## src/rtl/trace_pkg.sv

```systemverilog
// Shared types for the retire trace buffer: the 134-bit trace record and the capture state encoding.
package trace_pkg;

    localparam int TRACE_ENTRY_W = 134;

    typedef struct packed {
        logic [31:0] cycle;
        logic [31:0] pc;
        logic [31:0] ir;
        logic        wb_valid;
        logic [4:0]  wb_addr;
        logic [31:0] wb_data;
    } trace_entry_t;

    typedef enum logic [1:0] {
        IDLE      = 2'd0,
        CAPTURE   = 2'd1,
        TRIGGERED = 2'd2,
        FROZEN    = 2'd3
    } trace_state_t;

endpackage

```

## src/rtl/trace_fifo.sv

```systemverilog
// Circular first-word-fall-through FIFO of trace records with synchronous flush.
// The caller guarantees push only when not full (or popping) and pop only when not empty.
module trace_fifo
    import trace_pkg::*;
#(
    parameter int DEPTH = 16
) (
    input  logic                     clk_i,
    input  logic                     reset_n_i,
    input  logic                     flush,
    input  logic                     push,
    input  logic                     pop,
    input  trace_entry_t             wr_entry,
    output logic                     rd_valid,
    output trace_entry_t             rd_entry,
    output logic [$clog2(DEPTH):0]   count,
    output logic                     full
);

    localparam int AW = $clog2(DEPTH);

    trace_entry_t  mem [DEPTH];
    logic [AW-1:0] wr_ptr;
    logic [AW-1:0] rd_ptr;

    // Storage carries no reset; validity is tracked purely by count.
    always_ff @(posedge clk_i) begin
        if (push) begin
            mem[wr_ptr] <= wr_entry;
        end
    end

    always_ff @(posedge clk_i) begin
        if (!reset_n_i || flush) begin
            wr_ptr <= '0;
            rd_ptr <= '0;
            count  <= '0;
        end else begin
            if (push) wr_ptr <= wr_ptr + 1'b1;
            if (pop)  rd_ptr <= rd_ptr + 1'b1;
            unique case ({push, pop})
                2'b10:   count <= count + 1'b1;
                2'b01:   count <= count - 1'b1;
                default: count <= count;
            endcase
        end
    end

    assign rd_valid = (count != '0);
    assign full     = (count == (AW + 1)'(DEPTH));
    assign rd_entry = mem[rd_ptr];

endmodule

```

## src/rtl/retire_trace_buffer.sv

```systemverilog
// Retire trace capture: stamps retired instructions into a FIFO with a PC-match trigger that freezes
// capture POST_TRIGGER records after the event. Define TRACE_LOG_EN for sim-only JSON logging.
module retire_trace_buffer
    import trace_pkg::*;
#(
    parameter int DEPTH        = 16,
    parameter int POST_TRIGGER = 8
) (
    input  logic                   clk_i,
    input  logic                   reset_n_i,
    input  logic                   retire_valid_i,
    input  logic [31:0]            retire_pc_i,
    input  logic [31:0]            retire_ir_i,
    input  logic                   retire_wb_valid_i,
    input  logic [4:0]             retire_wb_addr_i,
    input  logic [31:0]            retire_wb_data_i,
    input  logic                   trace_enable_i,
    input  logic                   trace_clear_i,
    input  logic                   trigger_en_i,
    input  logic [31:0]            trigger_pc_i,
    output logic                   rd_valid_o,
    input  logic                   rd_ready_i,
    output trace_entry_t           rd_entry_o,
    output logic [$clog2(DEPTH):0] count_o,
    output logic                   overflow_o,
    output logic [15:0]            dropped_o,
    output logic [1:0]             state_o
);

    // Read port handshake: a record transfers on any cycle with rd_valid_o && rd_ready_i;
    // rd_valid_o never depends on rd_ready_i, and rd_entry_o is stable while rd_valid_o is high.

    trace_state_t state, state_next;
    logic [31:0]  stamp;
    logic [15:0]  post_cnt, post_next;
    logic         full, accept, push, pop, drop, hit;
    trace_entry_t new_entry;

    assign pop    = rd_valid_o & rd_ready_i;
    assign accept = retire_valid_i & ((state == CAPTURE) || (state == TRIGGERED));
    assign push   = accept & (~full | pop);
    assign drop   = accept & full & ~pop;
    assign hit    = trigger_en_i & push & (retire_pc_i == trigger_pc_i);

    assign new_entry = '{cycle: stamp, pc: retire_pc_i, ir: retire_ir_i, wb_valid: retire_wb_valid_i,
                         wb_addr: retire_wb_addr_i, wb_data: retire_wb_data_i};

    trace_fifo #(.DEPTH(DEPTH)) u_fifo (
        .clk_i     (clk_i),
        .reset_n_i (reset_n_i),
        .flush     (trace_clear_i),
        .push      (push),
        .pop       (pop),
        .wr_entry  (new_entry),
        .rd_valid  (rd_valid_o),
        .rd_entry  (rd_entry_o),
        .count     (count_o),
        .full      (full)
    );

    always_comb begin
        state_next = state;
        post_next  = post_cnt;
        unique case (state)
            IDLE: if (trace_enable_i) state_next = CAPTURE;
            CAPTURE: begin
                if (!trace_enable_i) begin
                    state_next = IDLE;
                end else if (hit) begin
                    post_next  = 16'd1;
                    state_next = (POST_TRIGGER == 1) ? FROZEN : TRIGGERED;
                end
            end
            TRIGGERED: begin
                if (!trace_enable_i) begin
                    state_next = IDLE;
                end else if (push) begin
                    post_next = post_cnt + 16'd1;
                    if (post_next == 16'(POST_TRIGGER)) state_next = FROZEN;
                end
            end
            FROZEN:  state_next = FROZEN;
            default: state_next = IDLE;
        endcase
    end

    always_ff @(posedge clk_i) begin
        if (!reset_n_i || trace_clear_i) begin
            state    <= IDLE;
            post_cnt <= '0;
        end else begin
            state    <= state_next;
            post_cnt <= post_next;
        end
    end

    // The stamp survives a clear so records stay comparable against the CPU's own cycle count.
    always_ff @(posedge clk_i) begin
        if (!reset_n_i) stamp <= '0;
        else            stamp <= stamp + 32'd1;
    end

    always_ff @(posedge clk_i) begin
        if (!reset_n_i || trace_clear_i) begin
            overflow_o <= 1'b0;
            dropped_o  <= '0;
        end else if (drop) begin
            overflow_o <= 1'b1;
            if (dropped_o != 16'hFFFF) dropped_o <= dropped_o + 16'd1;
        end
    end

    assign state_o = state;

`ifdef TRACE_LOG_EN
`ifndef LOG_DISPLAY
`define LOG_DISPLAY $display
`endif
    always_ff @(posedge clk_i) begin
        if (reset_n_i && !trace_clear_i) begin
            if (push)
                `LOG_DISPLAY("{\"cycle\":%0d,\"pc\":%0d,\"ir\":%0d,\"rd\":%0d,\"wb\":%0d}",
                             stamp, retire_pc_i, retire_ir_i, retire_wb_addr_i, retire_wb_data_i);
            if (drop)
                `LOG_DISPLAY("{\"drop\":%0d}", stamp);
        end
    end
`endif

endmodule
```

## config.mk

```make
export PLATFORM = sky130hd
export DESIGN_NAME = retire_trace_buffer
export DESIGN_NICKNAME = d
export VERILOG_FILES = /design/src/rtl/trace_pkg.sv /design/src/rtl/trace_fifo.sv /design/src/rtl/retire_trace_buffer.sv
export SDC_FILE = /design/constraint.sdc
export NUM_CORES = 2
export LEC_CHECK = 0
export ABC_CLOCK_PERIOD_IN_PS = 5750
export CAP_MARGIN = 20
export CORE_MARGIN = 2
export CORE_UTILIZATION = 40
export CTS_BUF_LIST = sky130_fd_sc_hd__clkbuf_4
export DETAILED_ROUTE_END_ITERATION = 8
export MAX_ROUTING_LAYER = met4
export SLEW_MARGIN = 20
export SYNTH_ARGS = -nofsm -noshare
export SYNTH_HDL_FRONTEND = slang
export SYNTH_HIERARCHICAL = 1
export SYNTH_SLANG_ARGS = --single-unit
export TNS_END_PERCENT = 10
```

## constraint.sdc

```tcl
create_clock -name clk_i -period 5.75 [get_ports clk_i]
set_input_delay 1.4375 -clock clk_i [delete_from_list [all_inputs] [get_ports clk_i]]
set_output_delay 1.4375 -clock clk_i [all_outputs]
set_load 0.05 [all_outputs]
```

==> flow_metrics.env <==
export IMPL_outcome="finished clean"
export IMPL_peakVddDrop_uv=229.8
export IMPL_place_inst=6902
export IMPL_startpoint_type="flop"
export IMPL_ant_nets=0
export IMPL_required_ns=4.31
export IMPL_grt_pass1_wl_um=306300
export IMPL_antenna_found_initial=24
export IMPL_rsz0062_at_grt="true"
export IMPL_grt_max_degree=87
export IMPL_skew_ns=0.1177
export IMPL_path_max_fanout=23
export IMPL_clkPwrFrac=0.425
export IMPL_numCtsBuffers=596
export IMPL_finalCriticalPeriod_ns=5.584
export IMPL_io_buffers=299
export IMPL_slew_violations=0
export IMPL_synthArstFlopShare=0
export IMPL_yosys_register_bits=2228
export IMPL_synth_cells=3865
export IMPL_place_hpwl_um=113100
export IMPL_stdcell_area_sq_um=99500
export IMPL_ios=300
export IMPL_fin_crit_sh=0.9711
export IMPL_drtIter0Drc=3688
export IMPL_grt_pass1_vias=45700
export IMPL_cts_hold_buf=0
export IMPL_grt_total_usage=0.2015
export IMPL_drt_wl_total_um=212500
export IMPL_num_vias=43600
export IMPL_path_class="flop to primary output"
export IMPL_cts_tree="yes"
export IMPL_die_y_um=463.8
export IMPL_fp_row_count=168
export IMPL_pwr_share_comb=0.019
export IMPL_critPathCaptureType="primary output"
export IMPL_nets=4858
export IMPL_htree_levels=6
export IMPL_wl_per_cell_um=26.82
export IMPL_cellPowerDensity_nw_per_um2=321.0
export IMPL_fin_tns_setup_ns=0
export IMPL_p_seq_frac=0.556
export IMPL_syn_cell_area_sq_um=84580
export IMPL_gp_routability_congestion=0.8105
export IMPL_core_area_sq_um=209800
export IMPL_min_path_type="flop to flop"
export IMPL_syn_avg_cell_area_sq_um=21.88
export IMPL_clockBufferDepth=4
export IMPL_leakage_nw=31.52
export IMPL_critical_path_arrival_ns=4.15
export IMPL_syn_nets=4024
export IMPL_nFillCells=17770
export IMPL_cts_clk_slew_worst_paths_ns=0.07
export IMPL_ys_warn_count=6
export IMPL_synth_cell_type_count=54
export IMPL_overflow=0
export IMPL_worst_pin_slew_ns=1.006
export IMPL_cap_violations=0
export IMPL_clockRootBuffer="clkbuf_4"
export IMPL_setup_viol=0
export IMPL_drcViolationCount=0
export IMPL_dieWidth_um=463.8
export IMPL_internal_power_mw=25.24
export IMPL_clk_latency_ns=1.39
export IMPL_p_switching_mw=6.704
export IMPL_yosysSeqAreaShare=0.7811
export IMPL_drive_gt1_frac=0.3273
export IMPL_ys_flop_type="edfxtp_1"
export IMPL_viasPerCell=5.502
export IMPL_worst_slack_ns=0.1662
export IMPL_initial_utilization=0.4032
export IMPL_clock_sinks=2228
export IMPL_total_power_mw=31.94
export IMPL_syn_to_final_growth_pct=17.65
export IMPL_dr_pass1_iters=5
export IMPL_max_freq_ghz=0.1791
export IMPL_p_sw_frac=0.2099
export IMPL_die_area_sq_um=215100
export IMPL_synth_edff_count=2144
export IMPL_hold_viol=0
export IMPL_relSlewSlack=0.3293
export IMPL_dp_slack_ns=0.9454
export IMPL_placed_area_sq_um=92090
export IMPL_finalNonFillerCells=7925
==> cell usage after synthesis (all sizes together) (2+ instances only) <==
cell type / instances / area (sq um)
and2: 40 / 250.2
nand3: 32 / 170.2
clkbuf: 87 / 327.8
inv: 18 / 67.56
and4: 3 / 28.78
edfxtp: 2144 / 64380
nand2: 119 / 446.7
a22oi: 130 / 975.9
o21ai: 14 / 70.07
and3: 12 / 75.07
nor4: 10 / 62.56
xnor2: 57 / 499.2
o32ai: 2 / 17.52
nor3: 12 / 60.06
nand2b: 9 / 56.30
o22ai: 148 / 925.9
nor2: 112 / 420.4
o211ai: 3 / 22.52
or4: 4 / 33.78
a21boi: 5 / 37.54
nor2b: 11 / 68.82
or3: 17 / 106.4
or2: 8 / 50.05
buf: 115 / 610.6
a31oi: 3 / 18.77
mux4: 536 / 12070
ha: 18 / 225.2
a21oi: 25 / 125.1
xor2: 26 / 227.7
mux2i: 8 / 80.08
a211o: 2 / 17.52
nand4: 31 / 193.9
a211oi: 3 / 22.52
dfxtp: 84 / 1682
nor3b: 5 / 37.54
==> logic make-up (layout without fill, tap and decap cells) <==
family	count (synthesis)	count (layout)	share of synthesized area
mux	544	544	0.1437
simple gates	428	429	0.02472
flops	2228	2228	0.7811
buf+inv	220	1451	0.01189
fa+ha+maj	18	18	0.002663
xor+xnor	83	83	0.008595
other cells	0	23	0
compound gates	344	344	0.02735
==> critical path, stage by stage, from the launching register on <==
cell and delay (ns):
dfxtp_4 0.56, buf_6 0.37, mux4_2 0.57, o22ai_1 0.44, nor2_1 0.11, clkdlybuf4s50_1 0.73
==> through the flow <==
step,hold slack (ns),utilization
final,0.4623,0.4743
after global routing,0.4954,0.4743
after CTS,0.4657,0.4738
after detailed placement,0.4501,0.4390
after global placement,0.4385,0.4390
after floorplan,0.4847,-
==> worst paths after layout <==
| kind | depth (start not counted) | slack, ns | startpoint | to |
|---|---|---|---|---|
| min | 2 | 0.46 | overflow_o$_SDFFE_PP0P_ | overflow_o$_SDFFE_PP0P_ |
| max | 5 | 0.17 | flop | rd_entry_o[104] |
| min reg2reg | 2 | 0.46 | overflow_o$_SDFFE_PP0P_ | overflow_o$_SDFFE_PP0P_ |
| max reg2reg | 9 | 2.14 | u_fifo/count[2]$_SDFFE_PP0P_ | u_fifo/mem[10][34]$_DFFE_PP_ |
==> power by group through the flow <==
stage	Combinational [mW]	Clock, mW	Sequential (mW)
after floorplan	0.225	0	18.1
after global placement	0.607	0	18.1
after detailed placement	0.621	0	18.1
after CTS	0.616	14.0	17.8
after global routing	0.652	14.8	17.8
final	0.605	13.6	17.8
==> sequential cells by signal (all words and copies together), names as in the netlist, named ones only <==
register       flops
overflow_o         1
u_fifo/mem      2144
dropped_o         16
stamp             32
u_fifo/count       5
post_cnt          16
u_fifo/rd_ptr      4
u_fifo/wr_ptr      4
state_o            2
==> per-layer routing <==
| layer | GRT usage | wire length [um] |
|---|---|---|
| met1 | 0.2610 | 88980 |
| met2 | 0.3097 | 101700 |
| met3 | 0.05408 | 16580 |
| met4 | 0.06648 | 5250 |
| met5 | - | 0 |
==> area by class of cell <==
cell class              instances  area (sq um)  share of cell area
flip-flops and latches       2228         66080              0.6641
multi-input cells            1418         17610              0.1770
clock buffers                 891          6689             0.06722
repair buffers                437          4906             0.04930
well taps                    2805          3510             0.03527
clock inverters               105         586.8            0.005897
inverters                      18         67.56           0.0006790
diodes                         23         57.56           0.0005784
==> cell usage in the layout (no fill, tap or decap), types with 9 or more instances in the layout <==
cell | netlist | routed
buf_4 | 5 | 83
nand2_1 | 119 | 117
xor2_1 | 26 | 26
nand3_1 | 30 | 30
diode_2 | 0 | 23
inv_2 | 0 | 13
or3_1 | 17 | 17
and2_4 | 0 | 17
dfxtp_1 | 84 | 80
inv_1 | 18 | 18
clkdlybuf4s50_1 | 0 | 209
xnor2_1 | 57 | 57
dlymetal6s2s_1 | 0 | 12
and3_1 | 12 | 12
and2_1 | 40 | 23
nor3_1 | 12 | 12
nor2_1 | 112 | 111
buf_12 | 0 | 71
mux4_2 | 536 | 536
dlygate4sd2_1 | 0 | 51
clkinv_1 | 0 | 74
nor4_1 | 10 | 10
clkbuf_4 | 0 | 891
a22oi_1 | 130 | 130
ha_1 | 18 | 18
a21oi_1 | 25 | 25
o21ai_0 | 14 | 14
o22ai_1 | 148 | 148
edfxtp_1 | 2144 | 2144
nor2b_1 | 11 | 9
nand4_1 | 31 | 31
==> timing repair <==
action,4_1_cts,5_1_grt
gates cloned,1,0
setup endpoints to repair,110,20
pin swaps,1,0
setup buffers,3,0
resized for setup,65,15
(Power assumes the default switching activity.)
